**config.mk**
```make
export PLATFORM = sky130hd
export DESIGN_NAME = coffee_dispense_ctrl
export DESIGN_NICKNAME = d
export VERILOG_FILES = /design/src/rtl/coffee_pkg.sv /design/src/rtl/cycle_timer.sv /design/src/rtl/coffee_dispense_ctrl.sv
export SDC_FILE = /design/constraint.sdc
export NUM_CORES = 1
export LEC_CHECK = 0
export ABC_AREA = 1
export CAP_MARGIN = 40
export CORE_MARGIN = 8
export CORE_UTILIZATION = 35
export CTS_CLUSTER_DIAMETER = 30
export DETAILED_ROUTE_END_ITERATION = 7
export PLACE_DENSITY_LB_ADDON = 0.1
export SLEW_MARGIN = 15
export SYNTH_ARGS = -nofsm -noshare
export SYNTH_HDL_FRONTEND = slang
export SYNTH_SLANG_ARGS = --single-unit
```
**constraint.sdc**
```tcl
create_clock -name clk -period 2.7 [get_ports clk]
set_input_delay 0.405 -clock clk [delete_from_list [all_inputs] [get_ports clk]]
set_output_delay 0.405 -clock clk [all_outputs]
set_load 0.01 [all_outputs]
```
**src/rtl/coffee_pkg.sv**
```systemverilog
// Shared types and constants for the coffee vending datapath and dispense controller.
package coffee_pkg;

  localparam int unsigned TYPE_W  = 3;
  localparam int unsigned COIN_W  = 4;
  localparam int unsigned TIMER_W = 24;

  typedef enum logic [TYPE_W-1:0] {
    ESPRESSO    = 3'd0,
    COFFEE_MILK = 3'd1,
    CAPUCCINO   = 3'd2,
    MOCACCINO   = 3'd3
  } coffee_t;

  localparam logic [COIN_W-1:0] PRICE_ESPRESSO    = 4'd3;
  localparam logic [COIN_W-1:0] PRICE_COFFEE_MILK = 4'd4;
  localparam logic [COIN_W-1:0] PRICE_CAPUCCINO   = 4'd5;
  localparam logic [COIN_W-1:0] PRICE_MOCACCINO   = 4'd7;

  typedef enum logic [2:0] {
    IDLE = 3'd0,
    BREW = 3'd1,
    PAY  = 3'd2,
    GAP  = 3'd3,
    DONE = 3'd4
  } state_t;

  // Price lookup shared with the subtractor; unknown selections cost nothing.
  function automatic logic [COIN_W-1:0] price_of(input coffee_t sel);
    case (sel)
      ESPRESSO:    price_of = PRICE_ESPRESSO;
      COFFEE_MILK: price_of = PRICE_COFFEE_MILK;
      CAPUCCINO:   price_of = PRICE_CAPUCCINO;
      MOCACCINO:   price_of = PRICE_MOCACCINO;
      default:     price_of = '0;
    endcase
  endfunction

endpackage

```
**src/rtl/cycle_timer.sv**
```systemverilog
// Loadable down-counter with a zero flag; times both the brew phase and the coin gaps.
module cycle_timer
  import coffee_pkg::*;
(
  input  logic               clk,
  input  logic               rst_n,
  input  logic               load,
  input  logic [TIMER_W-1:0] load_value,
  output logic               zero_c
);

  logic [TIMER_W-1:0] count;

  always_ff @(posedge clk or negedge rst_n) begin
    if (!rst_n) begin
      count <= '0;
    end else if (load) begin
      count <= load_value;
    end else if (count != '0) begin
      count <= count - TIMER_W'(1);
    end
  end

  assign zero_c = (count == '0);

endmodule

```
**src/rtl/coffee_dispense_ctrl.sv**
```systemverilog
// Dispense sequencer: accept/reject, timed brew, one coin per pulse change return.
// Optional refund-on-cancel path is built only when CANCEL_REFUND_EN is defined.
module coffee_dispense_ctrl
  import coffee_pkg::*;
#(
  parameter int unsigned BREW_CYCLES = 16,
  parameter int unsigned COIN_GAP    = 4
) (
  input  logic        clk,
  input  logic        rst_n,
  input  logic        start,
  input  logic        cancel,
  input  logic [2:0]  coffee_type,
  input  logic [3:0]  total_coins,
  input  logic        enable,
  input  logic [3:0]  change,
  output logic        busy,
  output logic        brewing,
  output logic        coin_out,
  output logic [3:0]  coins_left,
  output logic [2:0]  active_type,
  output logic        clear_coins,
  output logic        reject,
  output logic        done
);

  state_t              state;
  state_t              state_nx;
  logic                accept_c;
  logic                refund_c;
  logic                tmr_load_c;
  logic [TIMER_W-1:0]  tmr_value_c;
  logic                tmr_zero_c;
  logic [COIN_W-1:0]   coins_left_nx;
  logic [TYPE_W-1:0]   active_type_nx;
  logic                clear_nx;
  logic                reject_nx;
  logic                coin_nx;

  assign accept_c = start && enable;

`ifdef CANCEL_REFUND_EN
  // An accepted start always takes priority over a simultaneous cancel.
  assign refund_c = cancel && !accept_c && (total_coins != '0);
`else
  logic unused_c;
  assign refund_c = 1'b0;
  assign unused_c = ^{cancel, total_coins};
`endif

  cycle_timer u_timer (
    .clk        (clk),
    .rst_n      (rst_n),
    .load       (tmr_load_c),
    .load_value (tmr_value_c),
    .zero_c     (tmr_zero_c)
  );

  // State and registered outputs.
  always_ff @(posedge clk or negedge rst_n) begin
    if (!rst_n) begin
      state       <= IDLE;
      busy        <= 1'b0;
      brewing     <= 1'b0;
      coin_out    <= 1'b0;
      coins_left  <= '0;
      active_type <= '0;
      clear_coins <= 1'b0;
      reject      <= 1'b0;
      done        <= 1'b0;
    end else begin
      state       <= state_nx;
      busy        <= (state_nx != IDLE);
      brewing     <= (state_nx == BREW);
      coin_out    <= coin_nx;
      coins_left  <= coins_left_nx;
      active_type <= active_type_nx;
      clear_coins <= clear_nx;
      reject      <= reject_nx;
      done        <= (state_nx == DONE);
    end
  end

  // Next state and timer control.
  always_comb begin
    state_nx    = state;
    tmr_load_c  = 1'b0;
    tmr_value_c = '0;
    case (state)
      IDLE: begin
        if (accept_c) begin
          state_nx    = BREW;
          tmr_load_c  = 1'b1;
          tmr_value_c = TIMER_W'(BREW_CYCLES - 1);
        end else if (refund_c) begin
          state_nx = PAY;
        end
      end
      BREW: if (tmr_zero_c) state_nx = PAY;
      PAY: begin
        if (coins_left == '0) begin
          state_nx = DONE;
        end else begin
          state_nx    = GAP;
          tmr_load_c  = 1'b1;
          tmr_value_c = TIMER_W'(COIN_GAP - 1);
        end
      end
      GAP:     if (tmr_zero_c) state_nx = PAY;
      DONE:    state_nx = IDLE;
      default: state_nx = IDLE;
    endcase
  end

  // Next values of the datapath registers and pulses.
  always_comb begin
    coins_left_nx  = coins_left;
    active_type_nx = active_type;
    clear_nx       = 1'b0;
    reject_nx      = 1'b0;
    case (state)
      IDLE: begin
        reject_nx = start && !enable;
        if (accept_c) begin
          active_type_nx = coffee_type;
          coins_left_nx  = change;
          clear_nx       = 1'b1;
        end else if (refund_c) begin
          coins_left_nx = total_coins;
          clear_nx      = 1'b1;
        end
      end
      PAY:     if (coins_left != '0) coins_left_nx = coins_left - COIN_W'(1);
      DONE:    active_type_nx = '0;
      default: ;
    endcase
    // The coin leaves during the PAY cycle, so the pulse is set on entry.
    coin_nx = (state_nx == PAY) && (coins_left_nx != '0);
  end

endmodule

```
==> results of run 1 <==
-- Yosys cell counts (all sizes together) --
cell type / count
a21oi: 6
a22o: 3
a31oi: 1
buf: 3
clkinv: 1
dfrtp: 40
ha: 2
inv: 26
nand2: 72
nand3: 18
nand3b: 1
nor2: 65
nor3: 14
o21ai: 4
xnor2: 3
xor2: 16
-- cells by family (layout without fill, tap and decap cells) --
family | Yosys count | count (layout) | synth area share [%]
buffers and inverters | 30 | 60 | 5.98
xor gates and xnor gates | 19 | 19 | 7.72
and+or+nand+nor | 170 | 170 | 34.9
AOI/OAI and AO/OA | 14 | 14 | 3.83
DFF | 40 | 40 | 46.4
adders and majority gates | 2 | 2 | 1.16
-- routing by layer --
| layer | vias to the layer above | track usage (%) |
|---|---|---|
| li1 | 909 | - |
| met1 | 821 | 15.9 |
| met2 | 25 | 18.5 |
| met3 | 5 | 2.54 |
| met4 | 0 | 3.90 |
| met5 | - | 0 |
-- state kept, by name, indices dropped and copies added (netlist names) --
signal         flops
active_type        3
brewing            1
busy               1
clear_coins        1
coin_out           1
coins_left         4
done               1
reject             1
state              3
u_timer.count     24
-- layout make-up --
type / count / area, um^2 / area share, %
clock inverters: 3 / 42.5 / 1.64
clock buffers: 5 / 68.8 / 2.66
multi-input cells: 205 / 1030 / 39.7
repair buffers: 25 / 253 / 9.77
well taps: 75 / 93.8 / 3.63
flip-flops and latches: 40 / 1000 / 38.7
inverters: 27 / 101 / 3.92
-- cell usage in the layout (no fill, tap or decap), types with 2 or more instances in the layout --
cell             instances
o21ai_0                  4
nand3_1                 17
xnor2_1                  3
inv_1                   25
nor2_1                  60
ha_1                     2
xor2_1                  16
nand2_1                 63
nand2_2                  6
nor3_1                  14
clkdlybuf4s50_1         22
nand2_4                  3
clkbuf_8                 5
nor2_2                   2
a22o_1                   3
nor2_4                   3
a21oi_1                  6
dfrtp_1                 40
-- worst max-delay path by stage --
stage	to	start	cells past startpoint
after floorplan	busy$_DFF_PN0_	u_timer.count[0]$_DFFE_PN0P_	10
after global placement	coin_out$_DFF_PN0_	enable	11
after detailed placement	coin_out$_DFF_PN0_	enable	11
after CTS	u_timer.count[0]$_DFFE_PN0P_	coins_left[0]$_DFF_PN0_	8
after global routing	u_timer.count[0]$_DFFE_PN0P_	coins_left[0]$_DFF_PN0_	8
final	u_timer.count[0]$_DFFE_PN0P_	coins_left[0]$_DFF_PN0_	8
-- stage by stage --
stage / std cells / utilization (%)
final: 380 / 43.4
after CTS: 380 / 43.4
after global routing: 380 / 43.4
after global placement: 371 / 41.2
after detailed placement: 372 / 41.6
after floorplan: 275 / -
-- power breakdown --
group          switching [uW]  internal [uW]  total, uW
registers                 114            726        840
logic                     466            317        782
clock network             218            274        492
total                     797           1320       2110
-- critical path: stages, from the launching register on --
cell and delay [ns]:
dfrtp_1 0.39, inv_1 0.13, ha_1 0.21, nand3_1 0.18, nand2_2 0.20, nand2_4 0.19, nor2_4 0.42, nand2_1 0.10
nand2_1 0.09
==> results.cfg, run 1 <==
[synthesis]
syn-mean-instance-area_um2 = 7.84
combined_area_of_all_synthesized_cells_um2 = 2160
netlist_top_cells_area = dfrtp_1, nand2_1, nor2_1, xor2_1, inv_1
synth_nets = 293
netlist_cell_types = 23
synth.top_cell.area_share_pct = 46.4
synth_seq_cells = 40
synth_cells = 275
synth-seq-area-share_pct = 46.4
yosys_warnings = 0
synth.largest_area_cell = dfrtp_1

[route]
drc_errors = 0
via_count = 1760
routed_wire_length_per_instance_um = 12.6
wl_um = 4800
first_pass_iters = 4
top_layer = met4
wl_on_met1_um = 2400
wl_met2_um = 2120
detailroute.wirelength.met3_um = 215
drt_first_iter_violations = 79
route.antenna.remaining_nets = 0
drt-vias-per-instance = 4.63

[timing]
hold_slack_ns = 0.0230
grt_setup_unrepaired = no
final.setup.tns_ns = 0
report.final.hold_viol_count = 0
final_max_slew_viol_count = 0
max_slew_margin_pct = 70.8
fin_crit_ns = 1.98
highest_clock_frequency_the_design_can_meet_mhz = 504
setup_slack_ns = 0.717
setup_viol_count_final = 0
slew_worst_pin_ns = 0.436
fin_crit_sh_pct = 73.5
worst_clock_skew_ns = 0.0120

[floorplanning]
floorplan.die.height_um = 94.5
fp.coreArea_um2 = 5960
die_outline_area_um2 = 8930
design.portCount = 29
rows = 28
initial_core_util_pct = 36.2
die_w_um = 94.5

[cells_and_area]
syn_to_final_growth_pct = 20.0
drive_gt1_share_pct = 8.85
nFillCells = 608
final_cell_area_um2 = 2590
num_antenna_cells = 0
final_net_count = 322

[placement]
place_worst_setup_slack_ns = 0.534
portBuffers = 23
detailed_place_hpwl_um = 3610
gp_congestion = 0.829
placed_cell_area_um2 = 2470

[clocking]
clk_latency_ns = 0.30
cts_hold_repair_buffers = 0
clkTransAtPathRegs_ns = 0.09
cts_buffers = 5
htree_num_levels = 2
cts.repair.resized = 0
postCtsSetupRepairBufs = 0
ctsRootBufferMaster = clkbuf_8
tritoncts_num_sinks = 40
clk_path_buf_depth = 2
cts_tree = yes

[setup_path]
cp-start-kind = flop
critical_path_peak_fanout = 19
reg2regPathDepth = 8
crit_required_ns = 2.93
setup_crit_end_kind = flop
timing.reg2reg.setup_slack_ns = 0.72
setup.worst_path.class = reg2reg
r2r_start = coins_left[0]$_DFF_PN0_
timing.rr.end = u_timer.count[0]$_DFFE_PN0P_
critical_path_arrival_ns = 2.22

[run_status]
status = completed

[hold_path]
worstHoldPathType = in2async

[power_and_ir_drop]
p_leak_uw = 0.00135
p_total_uw = 2110
power.density_cell_area_nw_per_um2 = 818
worst_case_vdd_ir_drop_v = 0.000348

[global_route]
grt-ovfl-total = 0
grt_pass1_vias = 1731
grt.total_usage_pct = 11.9
antenna_found_initial = 0
global_route_wire_length_before_repair_um = 8450
pin_count_of_the_biggest_net_entering_global_routing = 26

[flow_run]
maxCapViolCount = 0
(Power assumes the default switching activity.)
==> inputs of run 2 (changes only) <==
Clock period 2.7 ns to 1.76 ns, I/O delays scaled along.
==> run 2 against run 1 <==
First-iteration DRC count increased by 29%; core utilization increased by 2.2 points; combinational power rose by 60%; final cell count is 3.2% higher; largest cell class unchanged.
==> results.cfg, run 2 (synthesis results as in run 1) <==
[cells_and_area]
reg_top3 = u_timer.count: 24 flops, coins_left: 4 flops
syn_to_final_growth_pct = 26.1
final_net_count = 334
largest_register_ffs = 24
top_register = u_timer.count
final_cell_mix = nand2_1, nor2_1, dfrtp_1
drive_gt1_share_pct = 12.3
num_antenna_cells = 0
layout.cells.most_common = nand2_1

[global_route]
antenna_found_initial = 0
global_route_wire_length_before_repair_um = 8180
grt.total_usage_pct = 11.7
grt-ovfl-total = 0
grt_pass1_vias = 1807
pin_count_of_the_biggest_net_entering_global_routing = 23

[setup_path]
crit_required_ns = 1.93
r2r_start = u_timer.count[0]$_DFFE_PN0P_
cp-start-kind = flop
timing.rr.end = u_timer.count[0]$_DFFE_PN0P_
timing.reg2reg.setup_slack_ns = 0.15
reg2regPathDepth = 8
critical_path_arrival_ns = 1.78
setup.worst_path.class = reg2reg
setup_crit_end_kind = flop
critical_path_peak_fanout = 8

[run_status]
status = completed

[floorplanning]
fp.coreArea_um2 = 5960
initial_core_util_pct = 36.2
design.portCount = 29
rows = 28
floorplan.die.height_um = 94.5
die_w_um = 94.5
die_outline_area_um2 = 8930

[placement]
portBuffers = 23
gp_congestion = 0.877
detailed_place_hpwl_um = 3790

[route]
route.antenna.remaining_nets = 0
via_count = 1784
detailroute.wirelength.met3_um = 211
drt_first_iter_violations = 102
top_layer = met4
first_pass_iters = 4
wl_met2_um = 2090
wl_on_met1_um = 2380
drc_errors = 0
routed_wire_length_per_instance_um = 12.2
drt-vias-per-instance = 4.55
wl_um = 4790

[timing]
slew_worst_pin_ns = 0.451
final_max_slew_viol_count = 0
setup_viol_count_final = 0
worst_clock_skew_ns = 0.00665
fin_crit_sh_pct = 91.7
hold_slack_ns = 0.454
highest_clock_frequency_the_design_can_meet_mhz = 619
max_slew_margin_pct = 69.9
grt_setup_unrepaired = no
report.final.hold_viol_count = 0
fin_crit_ns = 1.61

[hold_path]
worstHoldPathType = in2async

[clocking]
tritoncts_num_sinks = 40
cts_buffers = 5
clk_latency_ns = 0.29
htree_num_levels = 2
ctsRootBufferMaster = clkbuf_8
clk_path_buf_depth = 2
cts_tree = yes
clkTransAtPathRegs_ns = 0.07

[power_and_ir_drop]
p_total_uw = 3270
power.density_cell_area_nw_per_um2 = 1200
worst_case_vdd_ir_drop_v = 0.000543
p_leak_uw = 0.00142

[flow_run]
maxCapViolCount = 0
[run 2: cell count changes in the layout (fill, tap and decap cells not counted), sizes merged]
cell | before | now
clkbuf | 5 | 6
clkinvlp | 1 | 0
buf | 3 | 14
dlygate4sd3 | 0 | 1
[run 2: final cells by class]
cell class	instances	area, um^2
repair buffers	37	370
well taps	75	93.8
clock inverters	2	35.0
multi-input cells	205	1040
fillers	596	3240
inverters	27	104
flip-flops and latches	40	1000
clock buffers	6	72.6
[run 2: worst max-delay path: stages (launching register included)]
cell,delay (ns)
dfrtp_1,0.40
inv_1,0.09
ha_1,0.18
nand2_2,0.10
nor2_4,0.19
nand3_4,0.14
buf_4,0.20
a21oi_1,0.12
nand2_1,0.08
[run 2: routing by layer]
layer / GRT usage, % / up-vias
met3: 2.86 / 11
met4: 4.94 / 0
li1: - / 941
met1: 15.0 / 802
met5: 0 / -
met2: 18.4 / 30
[run 2: how the worst max path moves through the flow]
stage,end,start,depth (start not counted)
2_1_floorplan,busy$_DFF_PN0_,u_timer.count[0]$_DFFE_PN0P_,10
3_3_place_gp,active_type[1]$_DFFE_PN0P_,enable,7
3_5_place_dp,active_type[0]$_DFFE_PN0P_,enable,7
4_1_cts,coin_out$_DFF_PN0_,coins_left[1]$_DFF_PN0_,10
5_1_grt,u_timer.count[10]$_DFFE_PN0P_,coins_left[1]$_DFF_PN0_,7
6_report,u_timer.count[0]$_DFFE_PN0P_,u_timer.count[0]$_DFFE_PN0P_,8
[run 2: repair_timing]
action,CTS,global route
buffers inserted,0,0
hold buffers,1,0
endpoints found under the setup margin,0,6
gates resized for setup,0,4
hold endpoints to repair,18,0
[run 2: power breakdown]
group | total, uW | internal [uW] | switching [uW]
Sequential | 1290 | 1110 | 175
Clock | 728 | 421 | 308
Combinational | 1250 | 524 | 729
[run 2: stage by stage]
step                area, um^2  setup TNS, ns  setup WS, ns  util (%)  cells
floorplan                 2160              0         0.139         -    275
global placement          2580       -0.00933      -0.00496      43.4    383
detailed placement        2580        -0.0114      -0.00481      43.4    383
CTS                       2700              0        0.0766      45.3    392
global route              2720              0        0.0101      45.6    392
finish                    2720              0         0.146      45.6    392
